**src/rtl/ec_dmem_ctrl_pkg.sv**
```systemverilog
// ec_dmem_ctrl_pkg: FSM states, size codes and the DMEM_ALIGN_CHECK_EN switch for the EC data-memory controller.
package ec_dmem_ctrl_pkg;
  typedef enum logic [2:0] {IDLE, ADDR, DATA, DONE, DRAIN} state_t;
  localparam logic [1:0] SZ_BYTE = 2'd0;
  localparam logic [1:0] SZ_HALF = 2'd1;
  localparam logic [1:0] SZ_WORD = 2'd2;
`ifdef DMEM_ALIGN_CHECK_EN
  localparam bit ALIGN_CHECK_EN = 1'b1;
`else
  localparam bit ALIGN_CHECK_EN = 1'b0;
`endif
  function automatic logic [1:0] lsv_size(input logic [3:0] lsv);
    logic [2:0] n;
    n = {2'b0, lsv[0]} + {2'b0, lsv[1]} + {2'b0, lsv[2]} + {2'b0, lsv[3]};
    return n == 3'd1 ? SZ_BYTE : n == 3'd2 ? SZ_HALF : SZ_WORD;
  endfunction
  function automatic logic [31:0] store_data(input logic [1:0] size, input logic [31:0] b);
    return size == SZ_BYTE ? {4{b[7:0]}} : size == SZ_HALF ? {2{b[15:0]}} : b;
  endfunction
endpackage

```
**src/rtl/dmem_load_ext.sv**
```systemverilog
// dmem_load_ext: shifts the addressed lane down and sign/zero-extends byte and half loads.
module dmem_load_ext
  import ec_dmem_ctrl_pkg::*;
(
  input  logic [31:0] rdata,
  input  logic [1:0]  off,
  input  logic [1:0]  size,
  input  logic        loadx,
  output logic [31:0] data
);
  logic [31:0] s;
  assign s = rdata >> {off, 3'b000};
  always_comb data = size == SZ_BYTE ? {{24{!loadx && s[7]}}, s[7:0]}
                   : size == SZ_HALF ? {{16{!loadx && s[15]}}, s[15:0]} : s;
endmodule

```
**src/rtl/ec_dmem_ctrl.sv**
```systemverilog
// ec_dmem_ctrl: EC-stage data memory access FSM on an addr_ok/data_ok bus.
// Optional DMEM_ALIGN_CHECK_EN blocks misaligned accesses and flags dmem_adel/dmem_ades.
module ec_dmem_ctrl
  import ec_dmem_ctrl_pkg::*;
(
  input  logic        clk,
  input  logic        reset,
  input  logic        ec_data_req,
  input  logic        ec_load,
  input  logic        ec_loadX,
  input  logic [3:0]  ec_lsV,
  input  logic [1:0]  ec_data_addr,
  input  logic [31:0] ec_res,
  input  logic [31:0] ec_B,
  input  logic        ec_ex_any,
  input  logic        refresh,
  input  logic        stall_in,
  output logic        data_req,
  output logic        data_wr,
  output logic [1:0]  data_size,
  output logic [31:0] data_addr,
  output logic [31:0] data_wdata,
  input  logic        data_addr_ok,
  input  logic        data_data_ok,
  input  logic [31:0] data_rdata,
  output logic        dmem_stall,
  output logic [31:0] ec_load_data,
  output logic        ec_mem_done,
  output logic        dmem_adel,
  output logic        dmem_ades
);
  state_t state, state_nx;
  logic [31:0] addr_r, wdata_r, ext_data;
  logic [1:0] size_r, lsv_sz;
  logic wr_r, load_r, loadx_r;
  logic req_ok, misal, align_fault, start, complete;
  logic unused_low;
  assign unused_low = ^ec_res[1:0];
  assign lsv_sz = lsv_size(ec_lsV);
`ifdef DMEM_ALIGN_CHECK_EN
  assign misal = (lsv_sz == SZ_HALF && ec_data_addr[0]) || (lsv_sz == SZ_WORD && ec_data_addr != 2'd0);
`else
  assign misal = 1'b0;
`endif
  assign req_ok = state == IDLE && ec_data_req && !ec_ex_any && !refresh;
  assign align_fault = ALIGN_CHECK_EN && req_ok && misal;
  assign start = req_ok && !align_fault;
  assign complete = state == DATA && data_data_ok && !refresh;
  assign dmem_adel = align_fault && ec_load;
  assign dmem_ades = align_fault && !ec_load;
  always_comb begin
    state_nx = state;
    case (state)
      IDLE:  state_nx = start ? ADDR : IDLE;
      ADDR:  state_nx = refresh ? (data_addr_ok ? DRAIN : IDLE) : (data_addr_ok ? DATA : ADDR);
      DATA:  state_nx = data_data_ok ? (refresh || !stall_in ? IDLE : DONE) : (refresh ? DRAIN : DATA);
      DONE:  state_nx = refresh || !stall_in ? IDLE : DONE;
      DRAIN: state_nx = data_data_ok ? IDLE : DRAIN;
      default: state_nx = IDLE;
    endcase
  end
  always_ff @(posedge clk or posedge reset) begin
    if (reset) begin
      state <= IDLE;
      addr_r <= '0;
      wdata_r <= '0;
      size_r <= SZ_BYTE;
      wr_r <= 1'b0;
      load_r <= 1'b0;
      loadx_r <= 1'b0;
      ec_load_data <= '0;
    end else begin
      state <= state_nx;
      if (start) begin
        addr_r <= {ec_res[31:2], ec_data_addr};
        wdata_r <= store_data(lsv_sz, ec_B);
        size_r <= lsv_sz;
        wr_r <= !ec_load;
        load_r <= ec_load;
        loadx_r <= ec_loadX;
      end
      if (complete && load_r) ec_load_data <= ext_data;
    end
  end
  dmem_load_ext u_ext (
    .rdata (data_rdata),
    .off   (addr_r[1:0]),
    .size  (size_r),
    .loadx (loadx_r),
    .data  (ext_data)
  );
  assign data_req = state == ADDR;
  assign data_wr = wr_r;
  assign data_size = size_r;
  assign data_addr = addr_r;
  assign data_wdata = wdata_r;
  assign ec_mem_done = complete || state == DONE;
  assign dmem_stall = (state == IDLE && start) || state == ADDR
                   || (state == DATA && !data_data_ok) || (state == DRAIN && ec_data_req);
endmodule

```
**config.mk**
```make
export PLATFORM = sky130hd
export DESIGN_NAME = ec_dmem_ctrl
export DESIGN_NICKNAME = d
export VERILOG_FILES = /design/src/rtl/ec_dmem_ctrl_pkg.sv /design/src/rtl/dmem_load_ext.sv /design/src/rtl/ec_dmem_ctrl.sv
export SDC_FILE = /design/constraint.sdc
export NUM_CORES = 1
export LEC_CHECK = 0
export ABC_AREA = 1
export CORE_ASPECT_RATIO = 1.25
export CORE_MARGIN = 1.5
export CORE_UTILIZATION = 65
export CTS_BUF_LIST = sky130_fd_sc_hd__clkbuf_8
export CTS_CLUSTER_DIAMETER = 100
export DETAILED_ROUTE_END_ITERATION = 7
export DONT_BUFFER_PORTS = 1
export PLACE_DENSITY = 0.81
export SLEW_MARGIN = 30
export SYNTH_ARGS = -nofsm -noshare
export SYNTH_HDL_FRONTEND = slang
export SYNTH_HIERARCHICAL = 1
export SYNTH_SLANG_ARGS = --single-unit
```
**constraint.sdc**
```tcl
create_clock -name clk -period 9 [get_ports clk]
set_input_delay 2.25 -clock clk [delete_from_list [all_inputs] [get_ports clk]]
set_output_delay 2.25 -clock clk [all_outputs]
set_load 0.02 [all_outputs]
```
==> impl_results.html, run 1 <==
<table>
<tr><th>Metric</th><th>Value</th></tr>
<tr><th colspan="2">Logic synthesis</th></tr>
<tr><td>Cell count after synthesis</td><td>about 740</td></tr>
<tr><td>Number of synthesis warnings</td><td>6</td></tr>
<tr><td>Leading post-synthesis cells by cell area</td><td>sky130_fd_sc_hd__dfrtp_1 48%, sky130_fd_sc_hd__nand2_1 23%, sky130_fd_sc_hd__o21ai_0 5.2%</td></tr>
<tr><td>Top-area cell type share of the netlist area</td><td>about 48%</td></tr>
<tr><td>Most common library cells after synthesis</td><td>330 x sky130_fd_sc_hd__nand2_1, 104 x sky130_fd_sc_hd__dfrtp_1, 69 x sky130_fd_sc_hd__inv_1, 57 x sky130_fd_sc_hd__o21ai_0, 35 x sky130_fd_sc_hd__nand3_1</td></tr>
<tr><td>Part of the Yosys area used for sequential elements</td><td>a little under half</td></tr>
<tr><td>Cell taking the most area after synthesis</td><td>sky130_fd_sc_hd__dfrtp_1</td></tr>
<tr><td>Number of different library cells in the post-synthesis netlist</td><td>29</td></tr>
<tr><td>Most used DFF post-synth</td><td>sky130_fd_sc_hd__dfrtp_1</td></tr>
<tr><td>Synth Area per Inst</td><td>7.35 um^2</td></tr>
<tr><td>Yosys reg bits</td><td>around 100</td></tr>
<tr><td>Most used standard cell by instance count after synthesis</td><td>sky130_fd_sc_hd__nand2_1</td></tr>
<tr><td>Share of synthesized registers carrying an async set or reset</td><td>100%</td></tr>
<tr><td>Synthesized cell area</td><td>approximately 5500 um^2</td></tr>
<tr><td>Number of flops mapped to enable cells by yosys</td><td>0</td></tr>
<tr><th colspan="2">Layout</th></tr>
<tr><td>Layout net count</td><td>831</td></tr>
<tr><td>Synthesis-to-finish area growth</td><td>1.81%</td></tr>
<tr><td>Ratio of cells with drive above 1 in the final layout</td><td>about 7.1%</td></tr>
<tr><td>Number of diodes</td><td>0</td></tr>
<tr><td>Area of all placed cells without fillers</td><td>about 5600 um^2</td></tr>
<tr><td>Non-filler cells, final</td><td>between 800 and 900</td></tr>
<tr><th colspan="2">Clock tree</th></tr>
<tr><td>Number of buffers added by the clock tree synthesis step</td><td>9</td></tr>
<tr><td>Number of buffers added to fix hold violations after cts</td><td>0</td></tr>
<tr><td>Max clock buf depth</td><td>2</td></tr>
<tr><td>CTS root buf</td><td>sky130_fd_sc_hd__clkbuf_8</td></tr>
<tr><td>Deepest level of the CTS H-tree</td><td>3</td></tr>
<tr><td>Clock transition time at the flip-flop clock pins of the worst setup and hold paths</td><td>roughly 0.090 ns</td></tr>
<tr><td>Clock Latency Late Sink</td><td>approximately 0.38 ns</td></tr>
<tr><td>Total clock sinks</td><td>104</td></tr>
<tr><td>Buffer count from post-CTS setup fixing</td><td>0</td></tr>
<tr><td>TritonCTS clock tree</td><td>done</td></tr>
<tr><td>Post-CTS sizing</td><td>0</td></tr>
<tr><th colspan="2">Worst hold path</th></tr>
<tr><td>Origin of the worst min-delay path</td><td>loadx_r$_DFFE_PP0P_</td></tr>
<tr><td>Count of cells along the worst hold path</td><td>2</td></tr>
<tr><td>Kind of path behind the tightest hold check</td><td>flop to flop</td></tr>
<tr><td>Hold path endpoint</td><td>loadx_r$_DFFE_PP0P_</td></tr>
<tr><th colspan="2">Worst setup path</th></tr>
<tr><td>Slowest cell on crit path</td><td>sky130_fd_sc_hd__nand4_1</td></tr>
<tr><td>Element type at the critical path start</td><td>primary input</td></tr>
<tr><td>Buf/Inv on CP</td><td>1</td></tr>
<tr><td>Worst reg2reg path depth</td><td>6</td></tr>
<tr><td>Critical register-to-register path endpoint</td><td>ec_load_data[19]$_DFFE_PP0P_</td></tr>
<tr><td>Crit path max-delay family</td><td>simple AND/OR/NAND/NOR gates</td></tr>
<tr><td>Start of the worst register-to-register path</td><td>data_addr[1]$_DFFE_PP0P_</td></tr>
<tr><td>Maximum net fanout on the critical path</td><td>38</td></tr>
<tr><td>Setup slack on the worst flop-to-flop path</td><td>6.69 ns</td></tr>
<tr><td>Peak per-stage delay on the critical path</td><td>0.39 ns</td></tr>
<tr><td>Sort of element at the end of the critical path</td><td>primary output</td></tr>
<tr><td>Crit path cell chain</td><td>inv_1 -&gt; nor2_1 -&gt; nand3_4 -&gt; nand4_1</td></tr>
<tr><td>Crit path required time</td><td>between 6 and 7 ns</td></tr>
<tr><td>Type of the worst setup path</td><td>primary input to primary output</td></tr>
<tr><td>Arrival @ worst endpoint</td><td>3.18 ns</td></tr>
<tr><th colspan="2">Placement</th></tr>
<tr><td>Post-place instance area</td><td>5360 um^2</td></tr>
<tr><td>GPL Wtd Cong</td><td>roughly 0.94</td></tr>
<tr><td>DP Cell Count</td><td>between 800 and 900</td></tr>
<tr><td>Count of port buffers added during placement</td><td>0</td></tr>
<tr><td>Half-perimeter wire length of the detailed placement result</td><td>9340 um</td></tr>
<tr><th colspan="2">Power</th></tr>
<tr><td>Total power per unit cell area</td><td>about 280 nW/um^2</td></tr>
<tr><td>Static leakage</td><td>~3.2 nW</td></tr>
<tr><td>Maximum vdd drop</td><td>162 uV</td></tr>
<tr><th colspan="2">Route</th></tr>
<tr><td>Final Routed Wirelength</td><td>~13000 um</td></tr>
<tr><td>Initial DRC Count</td><td>approximately 340</td></tr>
<tr><td>Via-to-Cell Ratio</td><td>approximately 5.7</td></tr>
<tr><td>Number of antenna-violating nets in the routed design</td><td>0</td></tr>
<tr><td>Initial DRT Pass Iterations</td><td>7</td></tr>
<tr><td>Post-detailed-route DRC marker count</td><td>9</td></tr>
<tr><td>Average detailed-routed wire length per instance</td><td>15.9 um</td></tr>
<tr><td>Total number of vias</td><td>4666</td></tr>
<tr><th colspan="2">Die</th></tr>
<tr><td>Die footprint</td><td>8970 um^2</td></tr>
<tr><td>Die span in x</td><td>~85 um</td></tr>
<tr><td>Initial standard-cell utilization of the core</td><td>roughly two thirds</td></tr>
<tr><td>Row cnt</td><td>37</td></tr>
<tr><td>Area inside the core boundary</td><td>roughly 8200 um^2</td></tr>
<tr><td>I/O pins</td><td>between 200 and 250</td></tr>
<tr><td>Chip height</td><td>roughly 110 um</td></tr>
<tr><th colspan="2">Run</th></tr>
<tr><td>Maximum Capacitance Violations</td><td>0</td></tr>
<tr><th colspan="2">Global routing</th></tr>
<tr><td>Global-route total usage across every layer</td><td>between 20 and 30%</td></tr>
<tr><td>Vias in the first global route</td><td>roughly 4700</td></tr>
<tr><td>Global-route wire length before repair</td><td>21100 um</td></tr>
<tr><td>Number of antenna violations at the first check in global routing</td><td>0</td></tr>
<tr><td>Total grt overflow</td><td>0</td></tr>
<tr><td>Maximum number of pins on one net before global-route repair</td><td>72</td></tr>
<tr><th colspan="2">STA</th></tr>
<tr><td>Final setup vio count</td><td>0</td></tr>
<tr><td>Max-slew violation count</td><td>0</td></tr>
<tr><td>Slew of the pin with the lowest slew margin</td><td>~0.85 ns</td></tr>
<tr><td>Sum of negative setup slack</td><td>0 ns</td></tr>
<tr><td>Final count of hold timing violations</td><td>0</td></tr>
<tr><td>Setup Skew</td><td>between 0.006 and 0.007 ns</td></tr>
<tr><td>Time the worst path needs with I/O delays and setup</td><td>~5.4 ns</td></tr>
<tr><td>F_max</td><td>184 MHz</td></tr>
<tr><td>Period Utilization, post-route</td><td>60.3%</td></tr>
<tr><td>Setup repair after global routing missed its margin</td><td>false</td></tr>
<tr><td>Max transition margin</td><td>43.2%</td></tr>
<tr><th colspan="2">Outcome</th></tr>
<tr><td>Failing checks</td><td>DRC</td></tr>
<tr><td>Run status</td><td>finished, violations left</td></tr>
</table>
## flip-flops by register name, summed over array words and instances (netlist names)
register / flops
loadx_r: 1
ec_load_data: 32
data_size: 2
data_addr: 32
data_wdata: 32
state: 3
data_wr: 1
load_r: 1
## logic make-up (layout without fill, tap and decap cells)
logic type	count (synthesis)	count (layout)	share of synthesized area [%]
fa+ha+maj	3	3	0.824
other cells	1	2	0.0686
buf+inv	116	92	9.94
compound gates	101	101	9.92
flops	104	104	47.6
simple gates	418	418	31.6
## area by class of cell
| cell class | count | area (um^2) |
|---|---|---|
| inverter | 74 | 280 |
| timing repair buffer | 3 | 26.3 |
| sequential | 104 | 2600 |
| multi-input combinational | 524 | 2330 |
| clock inverter | 5 | 65.1 |
| tap | 97 | 121 |
| fill | 674 | 2630 |
| clock buffer | 10 | 138 |
## placed cells by master (no fill, tap or decap), types with 2 or more instances in the layout
| master | instances |
|---|---|
| sky130_fd_sc_hd__a21boi_1 | 5 |
| sky130_fd_sc_hd__a21boi_2 | 3 |
| sky130_fd_sc_hd__a21oi_1 | 26 |
| sky130_fd_sc_hd__buf_4 | 2 |
| sky130_fd_sc_hd__clkbuf_8 | 10 |
| sky130_fd_sc_hd__clkinvlp_4 | 2 |
| sky130_fd_sc_hd__conb_1 | 2 |
| sky130_fd_sc_hd__dfrtp_1 | 104 |
| sky130_fd_sc_hd__ha_1 | 2 |
| sky130_fd_sc_hd__inv_1 | 68 |
| sky130_fd_sc_hd__inv_2 | 5 |
| sky130_fd_sc_hd__nand2_1 | 330 |
| sky130_fd_sc_hd__nand2_2 | 4 |
| sky130_fd_sc_hd__nand2_4 | 2 |
| sky130_fd_sc_hd__nand3_1 | 35 |
| sky130_fd_sc_hd__nand3_2 | 4 |
| sky130_fd_sc_hd__nor2_1 | 26 |
| sky130_fd_sc_hd__nor2_2 | 6 |
| sky130_fd_sc_hd__nor2_4 | 3 |
| sky130_fd_sc_hd__o21a_1 | 2 |
| sky130_fd_sc_hd__o21ai_0 | 57 |
| sky130_fd_sc_hd__o21ai_1 | 8 |
| sky130_fd_sc_hd__or2_2 | 3 |
## metrics by stage
step	setup slack (ns)	power, W	util (%)	hold WS, ns
2_1_floorplan	3.77	0.00117	-	0.473
3_3_place_gp	3.57	0.00124	65.4	0.505
3_5_place_dp	3.56	0.00126	65.4	0.504
4_1_cts	3.56	0.00155	67.8	0.529
5_1_grt	3.48	0.00165	67.9	0.551
6_report	3.57	0.00155	67.9	0.526
## worst reg2reg max path, cell delays in order (launching register included)
cell and delay (ns):
sky130_fd_sc_hd__dfrtp_1 0.91, sky130_fd_sc_hd__inv_2 0.32, sky130_fd_sc_hd__nand3_1 0.22, sky130_fd_sc_hd__nand3_2 0.40, sky130_fd_sc_hd__nand3_1 0.19, sky130_fd_sc_hd__nand2_1 0.10, sky130_fd_sc_hd__nand2_1 0.11
## power breakdown
group / leakage, nW / total, W / internal, W / switching [W]
Sequential: 1.31 / 0.000856 / 0.000593 / 0.000264
Combinational: 1.82 / 0.000393 / 0.000132 / 0.000261
Clock: 0.0965 / 0.000300 / 0.000137 / 0.000163
Total: 3.23 / 0.00155 / 0.000862 / 0.000687
## routing by layer
metal | vias up | wire [um] | global-route usage, %
li1 | 2226 | - | -
met4 | 0 | 622 | 16.6
met1 | 2172 | 4550 | 31.9
met3 | 55 | 1230 | 11.1
met5 | - | 0 | 0
met2 | 213 | 6610 | 50.2
## worst max-delay path by stage
stage,start,slack [ns],cells past startpoint,end
2_1_floorplan,refresh,3.77,5,dmem_stall
3_3_place_gp,refresh,3.57,3,dmem_stall
3_5_place_dp,ec_data_req,3.56,4,dmem_stall
4_1_cts,ec_data_req,3.56,4,dmem_stall
5_1_grt,ec_data_req,3.48,4,dmem_stall
6_report,ec_data_req,3.57,4,dmem_stall
(Power assumes the default switching activity.)
==> run 2: changes to the inputs <==
--- a/config.mk
+++ b/config.mk
@@ -5,7 +5,7 @@
 export SDC_FILE = /design/constraint.sdc
 export NUM_CORES = 1
 export LEC_CHECK = 0
-export ABC_AREA = 1
+export ABC_AREA = 0
 export CORE_ASPECT_RATIO = 1.25
 export CORE_MARGIN = 1.5
 export CORE_UTILIZATION = 65
==> constraint.sdc (replaced) <==
create_clock -name clk -period 5.4 [get_ports clk]
set_input_delay 1.35 -clock clk [delete_from_list [all_inputs] [get_ports clk]]
set_output_delay 1.35 -clock clk [all_outputs]
set_load 0.02 [all_outputs]
==> run 2 against run 1 <==
  * The flow now finishes without violations
  * Synthesized cell count down 29%
  * Sequential power up 53%
  * Utilization up 0.81 points
  * Sequential share of layout area up 1.6 points
  * Cell count down 25%
  * Critical path type unchanged
  * Largest cell class unchanged
  * Largest power group unchanged
==> impl_results.html, run 2 <==
<table>
<tr><th>Metric</th><th>Value</th></tr>
<tr><th colspan="2">Outcome</th></tr>
<tr><td>Run status</td><td>complete, no violations</td></tr>
<tr><th colspan="2">Logic synthesis</th></tr>
<tr><td>Share of synthesized registers carrying an async set or reset</td><td>100%</td></tr>
<tr><td>Part of the Yosys area used for sequential elements</td><td>just under 50%</td></tr>
<tr><td>Number of flops mapped to enable cells by yosys</td><td>0</td></tr>
<tr><td>Number of different library cells in the post-synthesis netlist</td><td>41</td></tr>
<tr><td>Leading post-synthesis cells by cell area</td><td>sky130_fd_sc_hd__dfrtp_1 50%, sky130_fd_sc_hd__nand2_1 12%, sky130_fd_sc_hd__mux2_4 8.6%</td></tr>
<tr><td>Number of synthesis warnings</td><td>6</td></tr>
<tr><td>Most used standard cell by instance count after synthesis</td><td>sky130_fd_sc_hd__nand2_1</td></tr>
<tr><td>Cell taking the most area after synthesis</td><td>sky130_fd_sc_hd__dfrtp_1</td></tr>
<tr><td>Synthesized cell area</td><td>~5300 um^2</td></tr>
<tr><td>Most used DFF post-synth</td><td>sky130_fd_sc_hd__dfrtp_1</td></tr>
<tr><td>Synth Area per Inst</td><td>about 10 um^2</td></tr>
<tr><td>Cell count after synthesis</td><td>~530</td></tr>
<tr><td>Most common library cells after synthesis</td><td>164 x sky130_fd_sc_hd__nand2_1, 104 x sky130_fd_sc_hd__dfrtp_1, 34 x sky130_fd_sc_hd__mux2i_1, 33 x sky130_fd_sc_hd__a21oi_1, 30 x sky130_fd_sc_hd__mux2_4</td></tr>
<tr><td>Top-area cell type share of the netlist area</td><td>around half</td></tr>
<tr><td>Yosys reg bits</td><td>104</td></tr>
<tr><th colspan="2">STA</th></tr>
<tr><td>Period Utilization, post-route</td><td>between 70% and 80%</td></tr>
<tr><td>Final setup vio count</td><td>0</td></tr>
<tr><td>Time the worst path needs with I/O delays and setup</td><td>3.95 ns</td></tr>
<tr><td>Slew of the pin with the lowest slew margin</td><td>roughly 0.84 ns</td></tr>
<tr><td>Max transition margin</td><td>roughly 44%</td></tr>
<tr><td>Final count of hold timing violations</td><td>0</td></tr>
<tr><td>F_max</td><td>253 MHz</td></tr>
<tr><td>Max-slew violation count</td><td>0</td></tr>
<tr><td>Setup Skew</td><td>0.0159 ns</td></tr>
<tr><td>Setup repair after global routing missed its margin</td><td>false</td></tr>
<tr><td>Sum of negative setup slack</td><td>0 ns</td></tr>
<tr><th colspan="2">Die</th></tr>
<tr><td>Die footprint</td><td>~8600 um^2</td></tr>
<tr><td>I/O pins</td><td>216</td></tr>
<tr><td>Initial standard-cell utilization of the core</td><td>roughly 67%</td></tr>
<tr><td>Chip height</td><td>104 um</td></tr>
<tr><td>Row cnt</td><td>36</td></tr>
<tr><td>Die span in x</td><td>between 80 and 90 um</td></tr>
<tr><td>Area inside the core boundary</td><td>just under 8000 um^2</td></tr>
<tr><th colspan="2">Worst setup path</th></tr>
<tr><td>Slowest cell on crit path</td><td>sky130_fd_sc_hd__buf_4</td></tr>
<tr><td>Arrival @ worst endpoint</td><td>roughly 2.6 ns</td></tr>
<tr><td>Type of the worst setup path</td><td>primary input to primary output</td></tr>
<tr><td>Peak per-stage delay on the critical path</td><td>approximately 0.44 ns</td></tr>
<tr><td>Element type at the critical path start</td><td>primary input</td></tr>
<tr><td>Sort of element at the end of the critical path</td><td>primary output</td></tr>
<tr><td>Crit path cell chain</td><td>nor3_2 -&gt; and3_2 -&gt; buf_4 -&gt; a311o_1</td></tr>
<tr><td>Maximum net fanout on the critical path</td><td>54</td></tr>
<tr><td>Crit path required time</td><td>approximately 4.1 ns</td></tr>
<tr><th colspan="2">Power</th></tr>
<tr><td>Static leakage</td><td>2.74 nW</td></tr>
<tr><td>Total power per unit cell area</td><td>433 nW/um^2</td></tr>
<tr><td>Maximum vdd drop</td><td>about 250 uV</td></tr>
<tr><th colspan="2">Layout</th></tr>
<tr><td>Number of diodes</td><td>0</td></tr>
<tr><td>Leading cell type in the layout, fill and taps excluded</td><td>sky130_fd_sc_hd__nand2_1</td></tr>
<tr><td>Commonest cells after routing, fill and taps aside</td><td>164 x sky130_fd_sc_hd__nand2_1, 104 x sky130_fd_sc_hd__dfrtp_1, 34 x sky130_fd_sc_hd__mux2i_1, 33 x sky130_fd_sc_hd__a21oi_1, 30 x sky130_fd_sc_hd__mux2_4</td></tr>
<tr><td>Non-filler cells, final</td><td>612</td></tr>
<tr><td>Layout net count</td><td>627</td></tr>
<tr><td>Ratio of cells with drive above 1 in the final layout</td><td>13.0%</td></tr>
<tr><td>Number of inserted filler cells in the final layout</td><td>approximately 630</td></tr>
<tr><td>Synthesis-to-finish area growth</td><td>2.48%</td></tr>
<tr><th colspan="2">Clock tree</th></tr>
<tr><td>Clock Latency Late Sink</td><td>0.38 ns</td></tr>
<tr><td>Number of buffers added by the clock tree synthesis step</td><td>9</td></tr>
<tr><td>Number of buffers added to fix hold violations after cts</td><td>0</td></tr>
<tr><td>Clock transition time at the flip-flop clock pins of the worst setup and hold paths</td><td>about 0.090 ns</td></tr>
<tr><td>Post-CTS sizing</td><td>0</td></tr>
<tr><td>Max clock buf depth</td><td>2</td></tr>
<tr><td>CTS root buf</td><td>sky130_fd_sc_hd__clkbuf_8</td></tr>
<tr><td>TritonCTS clock tree</td><td>done</td></tr>
<tr><td>Buffer count from post-CTS setup fixing</td><td>0</td></tr>
<tr><td>Total clock sinks</td><td>between 100 and 150</td></tr>
<tr><td>Deepest level of the CTS H-tree</td><td>3</td></tr>
<tr><th colspan="2">Global routing</th></tr>
<tr><td>Global-route wire length before repair</td><td>just under 20000 um</td></tr>
<tr><td>Global-route total usage across every layer</td><td>between 20% and 30%</td></tr>
<tr><td>Maximum number of pins on one net before global-route repair</td><td>57</td></tr>
<tr><td>Total grt overflow</td><td>0</td></tr>
<tr><td>Number of antenna violations at the first check in global routing</td><td>0</td></tr>
<tr><td>Vias in the first global route</td><td>between 3000 and 4000</td></tr>
<tr><th colspan="2">Placement</th></tr>
<tr><td>Count of port buffers added during placement</td><td>0</td></tr>
<tr><td>GPL Wtd Cong</td><td>~0.9</td></tr>
<tr><td>Half-perimeter wire length of the detailed placement result</td><td>approximately 8600 um</td></tr>
<tr><td>DP Cell Count</td><td>about 600</td></tr>
<tr><th colspan="2">Route</th></tr>
<tr><td>Via-to-Cell Ratio</td><td>approximately 6.1</td></tr>
<tr><td>Final Routed Wirelength</td><td>12000 um</td></tr>
<tr><td>Post-detailed-route DRC marker count</td><td>0</td></tr>
<tr><td>Number of antenna-violating nets in the routed design</td><td>0</td></tr>
<tr><td>Highest metal layer used by the detailed router</td><td>met4</td></tr>
<tr><td>Initial DRT Pass Iterations</td><td>4</td></tr>
<tr><td>Sum of met2 wire segment lengths after detailed routing</td><td>a little over 6000 um</td></tr>
<tr><td>Detailed-route wire length on metal 1</td><td>between 4000 and 5000 um</td></tr>
<tr><td>Met3 WL post-DR</td><td>around 1100 um</td></tr>
<tr><td>Average detailed-routed wire length per instance</td><td>slightly below 20 um</td></tr>
<tr><td>Initial DRC Count</td><td>between 200 and 250</td></tr>
<tr><td>Total number of vias</td><td>3726</td></tr>
<tr><th colspan="2">Run</th></tr>
<tr><td>Maximum Capacitance Violations</td><td>0</td></tr>
<tr><th colspan="2">Worst hold path</th></tr>
<tr><td>Kind of path behind the tightest hold check</td><td>flop to flop</td></tr>
</table>
[run 2: changes by cell type in the layout (fill, tap and decap cells not counted), sizes merged, moves of 4 or more]
cell / change
a211oi: +9
a21boi: -7
a21oi: +9
a32oi: +9
inv: -62
mux2: +32
mux2i: +34
nand2: -171
nand3: -38
nand3b: +4
nor2: -11
nor2b: +12
o21ai: -29
or2: -4
[run 2: layout make-up]
class	count	area (um^2)	area share, %
inverter	9	36.3	0.674
multi-input combinational	383	2400	44.6
clock inverter	6	47.5	0.883
tap	95	119	2.21
sequential	104	2600	48.3
timing repair buffer	5	37.5	0.697
clock buffer	10	138	2.56
[run 2: cells by family (layout without fill, tap and decap cells)]
group	Yosys count	in the layout	synth area share, %
AND/OR/NAND/NOR	215	215	17.5
other	1	2	0.0714
flip-flops	104	104	49.5
adder cells (fa/ha/maj)	3	3	0.857
AO/OA/AOI/OAI	96	96	11.1
multiplexers	67	67	15.9
buffers and inverters	45	30	5.05
[run 2: metrics by stage]
stage	hold slack [ns]	total power, W	utilization, %	setup WS (ns)	cell area, um^2
detailed placement	0.546	0.00188	66.2	1.49	5190
finish	0.560	0.00233	68.7	1.45	5380
global route	0.625	0.00246	68.7	1.34	5380
global placement	0.535	0.00185	66.2	1.55	5190
floorplan	0.502	0.00175	-	1.32	5260
CTS	0.570	0.00234	68.6	1.51	5380
[run 2: routing by layer]
metal | GRT usage (%) | up-vias
li1 | - | 1735
met1 | 32.5 | 1780
met2 | 48.8 | 187
met3 | 10.1 | 24
met4 | 10.6 | 0
met5 | 0 | -
[run 2: final timing paths]
path	start	end	slack [ns]	cells after the start
setup / recovery	refresh	dmem_stall	1.45	4
hold / removal	load_r$_DFFE_PP0P_	load_r$_DFFE_PP0P_	0.56	2
setup reg to reg	data_addr[0]$_DFFE_PP0P_	ec_load_data[26]$_DFFE_PP0P_	2.97	6
hold reg to reg	load_r$_DFFE_PP0P_	load_r$_DFFE_PP0P_	0.56	2
max in group asynchronous	reset	state[2]$_DFF_PP0_	3.36	2
min in group asynchronous	reset	ec_load_data[1]$_DFFE_PP0P_	0.94	1
[run 2: critical path: cells and delay by family]
| kind | cells | cell delay (ns) |
|---|---|---|
| and+or+nand+nor | 2 | 0.46 |
| buffers and inverters | 1 | 0.44 |
| AOI/OAI and AO/OA | 1 | 0.34 |
[run 2: power by group]
| part | leakage, nW | switching [W] | internal (W) |
|---|---|---|---|
| Sequential | 1.33 | 0.000360 | 0.000949 |
| Clock | 0.0941 | 0.000276 | 0.000186 |
| Combinational | 1.31 | 0.000327 | 0.000232 |
| Total | 2.74 | 0.000963 | 0.00137 |
